**src/rtl/data_memory_lsu_if.sv**
```systemverilog
// rtl/data_memory_lsu_if.sv - request/response bundle between the datapath and the data memory
interface data_memory_lsu_if #(
  parameter int ADDR_W = 32
);
  logic              ready;
  logic              req;
  logic              we;
  logic [1:0]        size;
  logic              uns;
  logic [ADDR_W-1:0] addr;
  logic [31:0]       wdata;
  logic              rvalid;
  logic [31:0]       rdata;
  logic              err;
  logic [1:0]        err_cause;

  modport master (
    input  ready, rvalid, rdata, err, err_cause,
    output req, we, size, uns, addr, wdata
  );

  modport slave (
    output ready, rvalid, rdata, err, err_cause,
    input  req, we, size, uns, addr, wdata
  );
endinterface

```
**src/rtl/data_memory_lsu.sv**
```systemverilog
// rtl/data_memory_lsu.sv - byte-addressed data memory with sized loads/stores and fault reporting
module data_memory_lsu #(
  parameter int ADDR_W = 32,
  parameter int DEPTH  = 64
) (
  input logic           CLK,
  input logic           RST_N,
  data_memory_lsu_if.slave bus
);
  localparam int IDX_W = $clog2(DEPTH);

  typedef enum logic {CLEAR, IDLE} state_t;

  state_t           state;
  logic [IDX_W-1:0] clr_idx;
  logic [31:0]      mem [DEPTH];

  logic              accept;
  logic [IDX_W-1:0]  idx;
  logic [1:0]        lane;
  logic [ADDR_W-1:0] hi_bits;
  logic              oor;
  logic              misal;
  logic [1:0]        cause;
  logic [31:0]       word;
  logic [7:0]        byte_v;
  logic [15:0]       half_v;
  logic [31:0]       load_val;

  assign accept  = bus.req && bus.ready;
  assign idx     = bus.addr[IDX_W+1:2];
  assign lane    = bus.addr[1:0];
  assign hi_bits = bus.addr >> (IDX_W + 2);
  assign oor     = |hi_bits;
  assign misal   = ((bus.size == 2'b01) && bus.addr[0]) ||
                   ((bus.size == 2'b10) && (lane != 2'b00));

  always_comb begin
    cause = 2'b00;
    if (bus.size == 2'b11)
      cause = 2'b11;
    else if (oor)
      cause = 2'b10;
    else if (misal)
      cause = 2'b01;
  end

  // Read the pre-edge word; a store in the previous cycle has already committed.
  assign word   = mem[idx];
  assign byte_v = word[{lane, 3'b000} +: 8];
  assign half_v = bus.addr[1] ? word[31:16] : word[15:0];

  always_comb begin
    load_val = word;
    case (bus.size)
      2'b00:   load_val = bus.uns ? {24'b0, byte_v} : {{24{byte_v[7]}}, byte_v};
      2'b01:   load_val = bus.uns ? {16'b0, half_v} : {{16{half_v[15]}}, half_v};
      default: load_val = word;
    endcase
  end

  always_ff @(posedge CLK or negedge RST_N) begin
    if (!RST_N) begin
      state         <= CLEAR;
      clr_idx       <= '0;
      bus.ready     <= 1'b0;
      bus.rvalid    <= 1'b0;
      bus.rdata     <= 32'b0;
      bus.err       <= 1'b0;
      bus.err_cause <= 2'b00;
    end else begin
      case (state)
        CLEAR: begin
          clr_idx <= clr_idx + 1'b1;
          if (clr_idx == IDX_W'(DEPTH - 1)) begin
            state     <= IDLE;
            bus.ready <= 1'b1;
          end
        end
        default: begin
          state     <= IDLE;
          bus.ready <= 1'b1;
        end
      endcase
      bus.rvalid    <= accept;
      bus.err       <= accept && (cause != 2'b00);
      bus.err_cause <= accept ? cause : 2'b00;
      bus.rdata     <= (accept && !bus.we && (cause == 2'b00)) ? load_val : 32'b0;
    end
  end

  // Array has no reset; the CLEAR sweep zeroes it one word per cycle.
  always_ff @(posedge CLK) begin
    if (state == CLEAR) begin
      mem[clr_idx] <= 32'b0;
    end else if (accept && bus.we && (cause == 2'b00)) begin
      case (bus.size)
        2'b00:   mem[idx][{lane, 3'b000} +: 8]      <= bus.wdata[7:0];
        2'b01:   mem[idx][{bus.addr[1], 4'b0} +: 16] <= bus.wdata[15:0];
        default: mem[idx]                           <= bus.wdata;
      endcase
    end
  end
endmodule

```
**src/flat_wrapper.sv**
```systemverilog
// flat-port wrapper written by rule: the top's interface ports become plain ports
module data_memory_lsu_flat 
#(
  parameter int ADDR_W = 32,
  parameter int DEPTH  = 64
)
  (CLK, RST_N, bus_ready, bus_rvalid, bus_rdata, bus_err, bus_err_cause, bus_req, bus_we, bus_size, bus_uns, bus_addr, bus_wdata);
  data_memory_lsu_if #(.ADDR_W(ADDR_W)) bus_i ();
  input logic CLK;
  input logic RST_N;
  output wire logic [$bits(bus_i.ready)-1:0] bus_ready;
  output wire logic [$bits(bus_i.rvalid)-1:0] bus_rvalid;
  output wire logic [$bits(bus_i.rdata)-1:0] bus_rdata;
  output wire logic [$bits(bus_i.err)-1:0] bus_err;
  output wire logic [$bits(bus_i.err_cause)-1:0] bus_err_cause;
  input wire logic [$bits(bus_i.req)-1:0] bus_req;
  input wire logic [$bits(bus_i.we)-1:0] bus_we;
  input wire logic [$bits(bus_i.size)-1:0] bus_size;
  input wire logic [$bits(bus_i.uns)-1:0] bus_uns;
  input wire logic [$bits(bus_i.addr)-1:0] bus_addr;
  input wire logic [$bits(bus_i.wdata)-1:0] bus_wdata;
  assign bus_ready = bus_i.ready;
  assign bus_rvalid = bus_i.rvalid;
  assign bus_rdata = bus_i.rdata;
  assign bus_err = bus_i.err;
  assign bus_err_cause = bus_i.err_cause;
  assign bus_i.req = bus_req;
  assign bus_i.we = bus_we;
  assign bus_i.size = bus_size;
  assign bus_i.uns = bus_uns;
  assign bus_i.addr = bus_addr;
  assign bus_i.wdata = bus_wdata;
  data_memory_lsu #(.ADDR_W(ADDR_W), .DEPTH(DEPTH)) u_core (.CLK(CLK), .RST_N(RST_N), .bus(bus_i));
endmodule
```
**config.mk**
```make
export PLATFORM = sky130hd
export DESIGN_NAME = data_memory_lsu_flat
export DESIGN_NICKNAME = d
export VERILOG_FILES = /design/src/rtl/data_memory_lsu_if.sv /design/src/rtl/data_memory_lsu.sv /design/src/flat_wrapper.sv
export SDC_FILE = /design/constraint.sdc
export NUM_CORES = 2
export LEC_CHECK = 0
export ABC_CLOCK_PERIOD_IN_PS = 6800
export CORE_ASPECT_RATIO = 0.5
export CORE_UTILIZATION = 42
export CTS_CLUSTER_SIZE = 20
export DETAILED_ROUTE_END_ITERATION = 8
export HOLD_SLACK_MARGIN = 0.02
export PLACE_DENSITY = 0.62
export SYNTH_ARGS = -nofsm -noshare
export SYNTH_HDL_FRONTEND = slang
export SYNTH_SLANG_ARGS = --single-unit
```
**constraint.sdc**
```tcl
create_clock -name CLK -period 6.8 [get_ports CLK]
set_input_delay 1.36 -clock CLK [delete_from_list [all_inputs] [get_ports CLK]]
set_output_delay 1.36 -clock CLK [all_outputs]
set_load 0.005 [all_outputs]
```
==> flow_summary_export.csv <==
group,metric,value,unit
status,status,"complete, but fails checks",
status,failed_checks,"design-rule violations",
place,post-dp-hpwl,144.1,mm
die,start_util,42.41,%
yosys,yosys.area.top_type,"edfxtp_1",
layout,drive_gt1_share,22.21,%
sta,relSlewSlack,14.43,%
sta,max_slew.worst_pin.slew,1.279,ns
grt,grt_pass1_wl,318.3,mm
setup_path,critPathMaxStageDelay,0.87,ns
sta,timing_hold_violations_final,0,
setup_path,critPathMaxFanout,30,
routing,drt-total-wl,223.2,mm
yosys,ys_ff_latch,2092,
sta,finClkSkew,0.03321,ns
clocking,cts_setup_buffers,0,
yosys,synth_top_area_share,74.86,%
clocking,path_clk_slew,0.06,ns
yosys,synth-edff-count,2048,
setup_path,cp_common_cell,"nor2_1",
clocking,numClockSinks,2092,
routing,ant_nets,0,
sta,drv_slew,0,
clocking,cts_tree,"done",
yosys,yosys-top-cells-area,"edfxtp_1 75%, mux4_2 14%, mux2i_1 2.1%, nor2_1 1.5%, dfrtp_1 1.3%",
yosys,synth_cells,3970,
yosys,syn_area,0.08216,mm²
grt,antenna_found_initial,10,
yosys,syn_avg_cell_area,20.69,µm²
setup_path,cp_data_arrival_time,6.81,ns
die,die_h,314.7,µm
layout,final_cells,6934,
sta,hold_ws,0.5089,ns
setup_path,cp-start-kind,"primary input",
yosys,ys_seq_area_share,76.20,%
power_and_ir_drop,powerDensity,269.0,mW/mm²
routing,wire_per_inst,32.19,µm
clocking,clk_latency,0.85,ns
clocking,root_buffer,"clkbuf_16",
die,core-area,0.1937,mm²
setup_path,path_cells,"clkdlybuf4s50_1 -> inv_1 -> ha_1 -> nor2_1 -> a22oi_1 -> nand4_1 -> nor3_2 -> buf_4 -> mux2i_1 -> nand2_1 -> nor2_1",
die,die_area,0.1975,mm²
sta,setup_viol,0,
setup_path,cpMaxStageDelayCell,"nor2_1",
worst_hold_path,hold_class,"reg -> reg",
sta,timing.final.crit_share,93.71,%
layout,fin_nets,4261,
setup_path,crit_type,"in -> reg",
setup_path,crit_required,7.24,ns
yosys,synth.distinct_cells,69,
yosys,yosys_warnings,0,
place,port_buffers,107,
sta,rsz0062_at_grt,"no",
setup_path,worstSetupEndpointType,"flip-flop",
place,place_inst,6602,
grt,grt_pass1_vias,41770,
die,chipWidth,627.5,µm
place,routabilityCongestion,0.9323,
setup_path,critPathTopFamily,"simple AND/OR/NAND/NOR gates",
grt,grt.total_usage,22.64,%
grt,gr-total-overflow,0,
routing,viasPerCell,6.074,
layout,syn2layout_area_growth,12.73,%
clocking,clockBufferDepth,4,
yosys,syn_nets,4047,
routing,drc,2,
power_and_ir_drop,fin_total_pwr,24920,µW
routing,drtPass1Iterations,8,
power_and_ir_drop,ir_worst_vdd,0.1857,mV
sta,period_needed,6.372,ns
grt,grt_max_degree,120,
routing,drt_iter0_drc,5842,
yosys,synth_ff_type,"edfxtp_1",
die,io_pins,108,
die,rows,114,
setup_path,worst-path-buf-inv,3,
power_and_ir_drop,leakage,0.02397,µW
routing,vias,42120,
clocking,cts_resized,0,
clocking,cts-buffers-inserted,190,
yosys,async_flop_share,2.103,%
clocking,cts_hold_buf,0,
clocking,cts_max_level,4,
job,maxCapViolations,0,
layout,final_util,47.81,%
sta,max_freq,0.1569,GHz
cells by family after synthesis:
family          count (synthesis)  share of synthesized area (%)
mux                           697                          16.43
simple gates                  653                          3.372
compound gates                281                          2.347
flops                        2092                          76.20
xor+xnor                        5                        0.05331
fa+ha+maj                       6                        0.09137
buf+inv                       236                          1.509
through the flow:
stage | TNS, ns | worst slack, ns | instance area [µm²]
after floorplan | 0 | 1.017 | 82160
after global placement | -0.8639 | -0.07929 | 86890
after detailed placement | -16.86 | -0.1643 | 86890
after CTS | 0 | 0.6890 | 92610
after global routing | 0 | 0.2564 | 92610
final | 0 | 0.4279 | 92610
power by group:
part	switching, µW	internal (µW)
Clock	4660	5570
Combinational	497	265
Sequential	0	13900
routing by layer:
| metal | global-route usage (%) | up-vias | routed length (µm) |
|---|---|---|---|
| met1 | 33.22 | 22540 | 92290 |
| met3 | 5.447 | 383 | 23260 |
| met2 | 33.87 | 2323 | 100500 |
| li1 | - | 16860 | - |
| met4 | 6.505 | 16 | 7012 |
| met5 | 0 | - | 108 |
final cells by class:
| type | count | area (µm²) |
|---|---|---|
| antenna | 2 | 5.005 |
| clock buffer | 238 | 4977 |
| clock inverter | 92 | 739.5 |
| fill | 15700 | 101100 |
| inverter | 17 | 68.82 |
| multi-input combinational | 1642 | 18670 |
| sequential | 2092 | 62600 |
| tap | 2610 | 3266 |
| timing repair buffer | 241 | 2283 |
synth_stat cells, drive strengths merged (3+ instances only):
master,n
edfxtp,2048
mux4,517
nor2,329
nand2,171
mux2i,170
buf,124
clkbuf,95
a22oi,80
nand3,56
a21oi,52
dfrtp,44
o21ai,43
o221ai,26
nor3,23
o22ai,19
inv,14
and2,13
and3,13
mux2,10
a31oi,9
a221oi,8
nand4,8
nor4,8
a32oi,6
ha,6
nand2b,5
o211ai,5
or3,5
a22o,4
nand3b,4
nor2b,4
a211oi,3
a21o,3
clkinv,3
nor4b,3
o22a,3
or2,3
or3b,3
xor2,3
state kept, by name, summed over array words and instances (netlist names):
signal                flops
u_core.bus.err            1
u_core.bus.err_cause      2
u_core.bus.rdata         32
u_core.bus.ready          1
u_core.bus.rvalid         1
u_core.clr_idx            6
u_core.mem             2048
u_core.state              1
layout by cell type (no fill, tap or decap), types with 10 or more instances in the layout:
cell type / n
nand2_1: 171
clkbuf_1: 46
a21oi_1: 37
o21ai_0: 39
mux4_2: 506
nor3_1: 17
mux2_2: 10
dfrtp_1: 44
inv_1: 12
o22ai_1: 19
o221ai_1: 26
buf_4: 117
mux2i_1: 170
a21oi_4: 15
clkbuf_16: 192
buf_12: 17
nor2_1: 310
mux4_1: 11
and3_1: 13
nor2_4: 17
a22oi_1: 80
bufinv_16: 10
clkinv_1: 44
edfxtp_1: 2048
clkdlybuf4s50_1: 100
nand3_1: 56
clkinv_2: 28
final timing paths:
| check | depth (start not counted) | from | to | slack (ns) |
|---|---|---|---|---|
| worst max register to register | 8 | u_core.bus.ready | u_core.mem[20][13] | 2.45 |
| min in group asynchronous | 2 | RST_N | u_core.bus.rdata[17] | 0.64 |
| max in group asynchronous | 2 | RST_N | u_core.bus.rdata[16] | 5.69 |
| worst min register to register | 1 | u_core.bus.ready | u_core.bus.ready | 0.51 |
| worst max-delay path | 11 | bus_addr[1] | u_core.mem[20][13] | 0.43 |
| worst min-delay path | 1 | u_core.bus.ready | u_core.bus.ready | 0.51 |
Note: power is estimated with default switching activity, not from simulation.
==> RTL edit, RTL diff (config.mk and constraints unchanged) <==
`ADDR_W` is set to 32 in 3 places; all go to 64.
--- a/src/rtl/data_memory_lsu_if.sv
+++ b/src/rtl/data_memory_lsu_if.sv
@@ -1,6 +1,6 @@
 // rtl/data_memory_lsu_if.sv - request/response bundle between the datapath and the data memory
 interface data_memory_lsu_if #(
-  parameter int ADDR_W = 32
+  parameter int ADDR_W = 64
 );
   logic              ready;
   logic              req;
--- a/src/rtl/data_memory_lsu.sv
+++ b/src/rtl/data_memory_lsu.sv
@@ -1,6 +1,6 @@
 // rtl/data_memory_lsu.sv - byte-addressed data memory with sized loads/stores and fault reporting
 module data_memory_lsu #(
-  parameter int ADDR_W = 32,
+  parameter int ADDR_W = 64,
   parameter int DEPTH  = 64
 ) (
   input logic           CLK,
--- a/src/flat_wrapper.sv
+++ b/src/flat_wrapper.sv
@@ -1,7 +1,7 @@
 // flat-port wrapper written by rule: the top's interface ports become plain ports
 module data_memory_lsu_flat 
 #(
-  parameter int ADDR_W = 32,
+  parameter int ADDR_W = 64,
   parameter int DEPTH  = 64
 )
   (CLK, RST_N, bus_ready, bus_rvalid, bus_rdata, bus_err, bus_err_cause, bus_req, bus_we, bus_size, bus_uns, bus_addr, bus_wdata);
Interface: changed (resized bus_addr); port bits go from 108 to 140. No check against the original RTL was run, so the function may have changed too.
==> RTL edit against the original RTL <==
  * Power increased by 1.4%
  * Synthesized area rose by 0.80%
  * Wire length is 7.0% higher
  * Final area is 2.4% higher
  * Worst setup slack better by 1.0 ns
  * Clock skew increased by 0.0080 ns
  * Synthesized cell count up 5.3%
  * Sequential cell count did not move
  * Critical endpoint is now u_core.mem[4][9]
==> RTL edit: results (changes against the original RTL) <==
vias in the first global route: 44100 (was 41800)
TritonCTS buffer count: 186 (was 190)
Cells after DPL: 6995 (was 6602)
Worst setup startpoint: bus_addr[24] (was bus_addr[1])
Layout Skew: 0.0412 ns (was 0.0332 ns)
final net count: 4683 (was 4261)
drt via density: 6.08 (was 6.07)
first-pass GRT wire length: 335 mm (was 318 mm)
Synth Area in Compound Gates: 3.59% (was 2.35%)
bufs w/o clock: 442 (was 241)
CP endpoint: u_core.mem[4][9] (was u_core.mem[20][13])
clock buf count: 224 (was 238)
Multi-In Gates: 1841 (was 1642)
largest net degree at the start of global routing: 105 (was 120)
Leakage Power: 25.6 nW (was 24.0 nW)
mux share of post-synthesis cell area: 14.9% (was 16.4%)
Fill cells: 15700 (about the same)
Port Buffers: 139 (was 107)
Critical Path Max Stage Delay: 0.91 ns (was 0.87 ns)
DRT Wirelength: 239 mm (was 223 mm)
clock network share of area: 6.18% (was 6.17%)
FMAX: 0.186 GHz (was 0.157 GHz)
Ant. Diodes: 5 (was 2)
hold_ws: 0.583 ns (was 0.509 ns)
Synth area leaders: edfxtp_1, mux4_2, mux2i_1 (unchanged)
sequential share of cell area: 66.0% (was 67.6%)
R2R Path End: u_core.mem[19][8] (was u_core.mem[20][13])
Non-clk invs: 11 (was 17)
initial antenna violation count: 11 (was 10)
Worst Max-Slew Pin Slew: 1.27 ns (was 1.28 ns)
r2r setup slk: 2.80 ns (was 2.45 ns)
Synth cell types: 81 (was 69)
share of layout cells above drive strength 1: 22.6% (was 22.2%)
VDD IR max: 0.190 mV (was 0.186 mV)
Worst Path Max Fanout: 9 (was 30)
synthesized net count: 4291 (was 4047)
1st-iter DRT viols: 6545 (was 5842)
Syn Area/Cell: 19.8 µm² (was 20.7 µm²)
Placed Instance Area: 88900 µm² (was 86900 µm²)
status: finished clean (was finished with violations)
RePlAce Congestion: 0.963 (was 0.932)
area share of fa/ha/maj cells after synthesis: 0.0906% (was 0.0914%)
clk buf depth: 3 (was 4)
[RTL edit: cell types whose count changed after synthesis, sizes merged, moves of 12 or more]
cell / unedited run / this run
mux2i: 170 / 285
mux4: 517 / 409
a22oi: 80 / 161
nor3: 23 / 62
buf: 124 / 158
a221oi: 8 / 36
o221ai: 26 / 2
nand2: 171 / 148
clkbuf: 95 / 79
nand4: 8 / 22
nor4: 8 / 20
[RTL edit: kinds of logic after synthesis]
group	count (synthesis)
XOR/XNOR	5
buffers and inverters	249
flip-flops	2092
AO/OA/AOI/OAI	406
multiplexers	711
AND/OR/NAND/NOR	713
adder cells (fa/ha/maj)	6
[RTL edit: layer usage]
metal	track usage (%)	vias up	wire length [µm]
met5	0	-	0
met4	8.99	0	8900
met3	6.08	420	26100
met2	36.6	2699	108000
met1	33.3	23400	95400
li1	-	18000	-
[RTL edit: power breakdown]
part           switching [mW]  total [mW]  internal [mW]
combinational           0.627       0.939          0.311
clock                    4.72        10.4           5.67
sequential                  0        13.9           13.9
